[src/rtl/alu_regfile_wb.sv]
// ---------------------------------------------------------------------------
// alu_regfile_wb
//   Architectural register file and write-back stage around the ALU of the
//   single-cycle CPU. Two combinational read ports feed the ALU operands; the
//   ALU result is committed to the destination register on the next rising
//   edge. A registered copy of the ALU flag is kept for the branch logic, and
//   a sticky tracker records write-back attempts with an illegal opcode.
//
//   Ports
//     clk, rst             clock; asynchronous active-high reset
//     rs1_addr, rs2_addr   read addresses
//     rs1_data, rs2_data   read data (combinational, no write bypass)
//     wr_en, rd_addr       write-back enable and destination register
//     alu_opcode           opcode presented to the ALU this cycle
//     alu_result           value to commit
//     alu_flag             ALU flag output
//     clr_illegal          synchronous clear of illegal_op
//     flag_q               registered ALU flag
//     illegal_op           sticky illegal write-back indicator (tracker state)
// ---------------------------------------------------------------------------
module alu_regfile_wb #(
    parameter int WIDTH  = 32,
    parameter int DEPTH  = 32,
    parameter int ADDR_W = 5
) (
    input  logic              clk,
    input  logic              rst,
    input  logic [ADDR_W-1:0] rs1_addr,
    input  logic [ADDR_W-1:0] rs2_addr,
    output logic [WIDTH-1:0]  rs1_data,
    output logic [WIDTH-1:0]  rs2_data,
    input  logic              wr_en,
    input  logic [ADDR_W-1:0] rd_addr,
    input  logic [4:0]        alu_opcode,
    input  logic [WIDTH-1:0]  alu_result,
    input  logic              alu_flag,
    input  logic              clr_illegal,
    output logic              flag_q,
    output logic              illegal_op
);

    localparam logic [4:0] OP_MAX = 5'b01110;

    // Illegal-op tracker. illegal_op is the direct decode of this state, so
    // the state is observable at the port without an extra debug output.
    typedef enum logic {
        CLEAN = 1'b0,
        WRAP  = 1'b1
    } ill_state_t;

    ill_state_t state, state_next;

    logic [WIDTH-1:0] regs [DEPTH];

    logic legal;
    logic commit;
    logic flag_op;
    logic flag_upd;

    assign legal  = (alu_opcode <= OP_MAX);
    // alu_result is only sampled when commit is set, so the ALU's hi-Z
    // default result never reaches the array.
    assign commit = wr_en & legal & (rd_addr != '0);

    // Only these opcodes drive alu_flag; other opcodes leave it undefined.
    assign flag_op  = (alu_opcode == 5'b00000) | (alu_opcode == 5'b01000) |
                      (alu_opcode == 5'b01011) | (alu_opcode == 5'b01100);
    assign flag_upd = wr_en & flag_op;

    // Reads deliberately have no write bypass: bypassing would close the
    // combinational loop rs -> ALU -> result -> rs.
    assign rs1_data = (rs1_addr == '0) ? '0 : regs[rs1_addr];
    assign rs2_data = (rs2_addr == '0) ? '0 : regs[rs2_addr];

    always_ff @(posedge clk or posedge rst) begin
        if (rst) begin
            for (int i = 0; i < DEPTH; i++) begin
                regs[i] <= '0;
            end
            flag_q <= 1'b0;
        end else begin
            if (commit) begin
                regs[rd_addr] <= alu_result;
            end
            if (flag_upd) begin
                flag_q <= alu_flag;
            end
        end
    end

    always_ff @(posedge clk or posedge rst) begin
        if (rst) begin
            state <= CLEAN;
        end else begin
            state <= state_next;
        end
    end

    // A new illegal write on the same edge as clr_illegal keeps WRAP.
    always_comb begin
        state_next = state;
        illegal_op = (state == WRAP);
        case (state)
            CLEAN: if (wr_en && !legal) state_next = WRAP;
            WRAP:  if (!(wr_en && !legal) && clr_illegal) state_next = CLEAN;
            default: state_next = CLEAN;
        endcase
    end

endmodule

[config.mk]
export PLATFORM = sky130hd
export DESIGN_NAME = alu_regfile_wb
export DESIGN_NICKNAME = d
export VERILOG_FILES = /design/src/rtl/alu_regfile_wb.sv
export SDC_FILE = /design/constraint.sdc
export NUM_CORES = 2
export LEC_CHECK = 0
export ABC_CLOCK_PERIOD_IN_PS = 53800
export CAP_MARGIN = 15
export CORE_MARGIN = 4
export CORE_UTILIZATION = 55
export DETAILED_ROUTE_END_ITERATION = 10
export MAX_ROUTING_LAYER = met4
export PLACE_DENSITY = 0.69
export SYNTH_ARGS = -nofsm -noshare
export SYNTH_HDL_FRONTEND = slang
export SYNTH_SLANG_ARGS = --single-unit
[constraint.sdc]
create_clock -name clk -period 53.8 [get_ports clk]
set_input_delay 10.76 -clock clk [delete_from_list [all_inputs] [get_ports clk]]
set_output_delay 10.76 -clock clk [all_outputs]
set_load 0.02 [all_outputs]
# Word-level counts from Yosys, hierarchy flattened

Index checks and enable logic that the tools add are counted.

Bitwise logic cells: 10
$lt $le $gt $ge: 5
Reduce and logical (&&, ||, !) cells: 9
Equality and inequality tests: 3
Multiplexer cells: 14

Operators with widths:

| cell               | count |
|---|---|
| $bwmux 1024        | 1 |
| $bmux 32 s5        | 2 |
| $mux 32            | 7 |
| $demux 32 s5       | 1 |
| $ge 6x6->1 const B | 3 |
| $not 5->6          | 3 |
| $eq 5x4->1 const B | 3 |
| $logic_not 5->1    | 3 |
| $lt 6x1->1 const B | 1 |
| $le 5x4->1 const B | 1 |
| $reduce_bool 5->1  | 1 |
| $and 1x1->1        | 3 |
| $logic_and 1x1->1  | 3 |
| $or 1x1->1         | 3 |
| $logic_not 1->1    | 2 |
| $mux 1             | 2 |
| $pmux 1 s2         | 1 |
| $not 1->1          | 1 |

Word-level logic and storage cells: 75
Register bits after elaboration: 1,026
Input bits: 57

# Longest topological paths before layout

Depth after elaboration: 7
Depth in mapped cells: 7
Depth with buffers taken out: 4

# Worst setup path before layout

No wires, ideal clock.

Kind: input -> output
Start point: in rs1_addr[0]
End point: out rs1_data[10]
Arrival time: 12.693 ns
Path slack: 30.347 ns
Stages: 6
Buffers on the path: 3
Required time: 43.040 ns
Cells stage by stage: clkbuf_1 buf_1 and2_0 clkbuf_1 a22oi_1 a311oi_1

Longest elaborated chain between the ends: 5
Elaborated cells between the ends (all ways): 6

RTL lines:

| item                                        | RTL line | source |
|---|---|---|
| from (decl)                                 | 28       | `input logic [ADDR_W-1:0] rs1_addr,` |
| $not 5->6 (implied by the code)             | 72       | `assign rs1_data = (rs1_addr == '0) ? '0 : regs[rs1_addr];` |
| $bmux 32 s5                                 | 72       |  |
| $mux 32 (implied by the code) (2 in series) | 72       |  |
| $mux 32 (*)                                 | 72       |  |
| to (decl)                                   | 30       | `output logic [WIDTH-1:0] rs1_data,` |

Every way passes the cells marked *; elsewhere a longest branch is shown, timed or not. The select of a mux whose other input is x is not followed.

# Final worst setup path

Start point: in rs2_addr[1]
End point: out rs2_data[31]

Longest elaborated chain between the ends: 5
Elaborated cells between the ends (all ways): 6

RTL lines:

| item                                        | RTL line | source |
|---|---|---|
| from (decl)                                 | 29       | `input logic [ADDR_W-1:0] rs2_addr,` |
| $not 5->6 (implied by the code)             | 73       | `assign rs2_data = (rs2_addr == '0) ? '0 : regs[rs2_addr];` |
| $bmux 32 s5                                 | 73       |  |
| $mux 32 (implied by the code) (2 in series) | 73       |  |
| $mux 32 (*)                                 | 73       |  |
| to (decl)                                   | 31       | `output logic [WIDTH-1:0] rs2_data,` |

Marks and branches as above.

==> impl_metrics.tcl <==
set metrics [dict create \
    critPathLaunch "rs2_addr[1]" \
    synth.cell_area_sq_mm 0.0543 \
    drc_errors 0 \
    start_kind "input pin" \
    required_ns 43.04 \
    insertion_delay_ns 0.67 \
    final_cell_mix "1,045 x mux2_2, 1,026 x dfrtp_1, 448 x mux4_2" \
    seq_area_sq_mm 0.0257 \
    drt_first_pass_iters 5 \
    fin_ws_ns 27.02 \
    synth-seq-area-share_pct 47.3 \
    synthCells 3634 \
    clock_path_buffers 3 \
    grt_overflow_total 0 \
    die_width_um 322 \
    hp-class "register to register" \
    min-delay-start "regs[996]$_DFFE_PP0P_" \
    rsz0062_at_grt "no" \
    fin_crit_ns 26.78 \
    wire_per_inst_um 34.8 \
    clock-root-buffer "clkbuf_16" \
    fin_util_pct 61.8 \
    r2r-start "regs[899]$_DFFE_PP0P_" \
    cap_violations 0 \
    outcome "finished clean" \
    async_flop_share_pct 100 \
    fmax_ghz 0.0373 \
    power_frac_clock_pct 38.3 \
    ys_ff_latch 1026 \
    portBuffers 122 \
    hold_viol 0 \
    place_congestion 0.814 \
    synth_largest_area_cell "dfrtp_1" \
    synth_flop_cell "dfrtp_1" \
    final.period_utilization_pct 49.8 \
    fin_setup_tns_ns 0 \
    drtIter0Drc 3758 \
    via_per_inst 7.23 \
    area_growth_pct 10.9 \
    cts_max_level 3 \
    start_util_pct 55.8 \
    synth_edf_count 0 \
    clk_pin_slew_ns 0.05 \
    detail-route-antenna-nets 0 \
    cts_tree "built" \
    die_h_um 322 \
    synth_area_leaders "dfrtp_1 47%, mux2_2 22%, mux4_2 19%" \
    synth_area_per_cell_sq_um 14.9 \
    grt_pass1_wl_um 253000 \
    tightestPinTransition_ns 1.27 \
    worstPathArrival_ns 16.02 \
    dp.final_hpwl_um 91800 \
    end_kind "output port" \
    core_area_sq_mm 0.0973 \
    numCtsBuffers 111 \
    slew_headroom_pct 15.2 \
    grt_max_degree 189 \
    cts_hold_buf 0 \
    row_count 114 \
    drive_above_1_share_pct 50.5 \
    power_density_mw_per_mm2 34.6 \
    clock_skew_ns 0 \
    ios 123 \
    p_switching_uw 542 \
    synth.distinct_cells 33 \
    grt_pass1_vias 37300 \
    yosysWarningCount 0 \
    internal_power_uw 1540 \
    path_class "input pin to output port" \
    combPwrFrac_pct 16.4 \
    synth_top_cell_area_share_pct 47.3 \
    p_sw_share_pct 26.0 \
    leakage_uw 0.0267 \
    cts_resized 0 \
    wl_um 171000 \
    cts_setup_buffers 0 \
    slew_violations 0 \
    fin_cells 4896 \
    grt_use_total_pct 34.2 \
    cts_sinks 1026 \
    fillers 7168 \
    critPathMaxFanout 68 \
    vias 35400 \
    die_area_sq_mm 0.104 \
    ir_drop_v 0.0000282 \
    p_seq_share_pct 45.3 \
    multi_input_area_sq_mm 0.0270 \
    final_common_cell "mux2_2" \
    holdWs_ns 0.393 \
    dp.cells 4685 \
    setup_violations 0 \
    antenna_found_initial 7 \
    place_worst_setup_slack_ns 26.98 \
    layout.nets 3582 \
    synth_nets 3691 \
]
cells by family after synthesis:
group	synth area share [%]
simple gates	1.72
flops	47.3
compound gates	4.88
mux	42.9
buf+inv	3.18
routing by layer:
| metal | vias up | GRT usage (%) | wire length [um] |
|---|---|---|---|
| met5 | - | - | 0 |
| met1 | 19200 | 44.7 | 66100 |
| met4 | 0 | 14.6 | 8030 |
| met3 | 465 | 7.10 | 15000 |
| met2 | 1810 | 52.8 | 81400 |
| li1 | 13900 | - | - |
power by group through the flow:
stage	clock [uW]	sequential, uW	combinational, uW
after detailed placement	0	953	339
after global routing	841	953	364
after floorplan	0	930	260
after global placement	0	941	327
after CTS	807	939	341
final	799	943	342
cell usage after synthesis (all sizes together), types with 19 or more instances:
master   instances
a22oi           64
a311oi          64
clkbuf         249
nor2b           74
dfrtp         1026
a211oi          64
o2111ai         19
a221oi          45
mux2          1057
buf            182
mux2i          128
nand2           63
mux4           448
o21ai          112
final cells by class:
class / instances / share of cell area (%)
Multi-Input combinational cell: 2173 / 44.9
Sequential cell: 1026 / 42.7
Clock buffer: 164 / 5.55
Timing Repair Buffer: 209 / 3.30
Tap cell: 1276 / 2.65
Clock inverter: 37 / 0.805
Inverter: 4 / 0.0416
Antenna cell: 7 / 0.0291
path summary, 6_finish.rpt:
path	to	slack [ns]	depth (start not counted)
worst min register to register	regs[996]$_DFFE_PP0P_	0.39	0
min in group asynchronous	regs[827]$_DFFE_PP0P_	10.57	2
max in group asynchronous	regs[616]$_DFFE_PP0P_	40.04	5
worst min-delay path	regs[996]$_DFFE_PP0P_	0.39	0
worst max register to register	regs[899]$_DFFE_PP0P_	52.96	1
worst max-delay path	rs2_data[31]	27.02	9
sequential cells by signal, indices dropped and copies added, names as in the netlist:
name and count:
flag_q 1, regs 1024, illegal_op 1
per-stage QoR:
step	total power, uW	cell area, sq um
2_1_floorplan	1190	54300
3_3_place_gp	1270	56200
3_5_place_dp	1290	56200
4_1_cts	2090	60100
5_1_grt	2160	60200
6_report	2080	60200
critical path, cell delays in order:
cell	delay, ns
buf_8	0.58
buf_4	0.65
buf_4	0.81
buf_4	0.93
mux4_2	0.35
nor2b_1	0.13
a211oi_1	0.08
a311oi_1	0.84
clkdlybuf4s50_1	0.77
No activity file was read; power rests on OpenSTA's default activity.
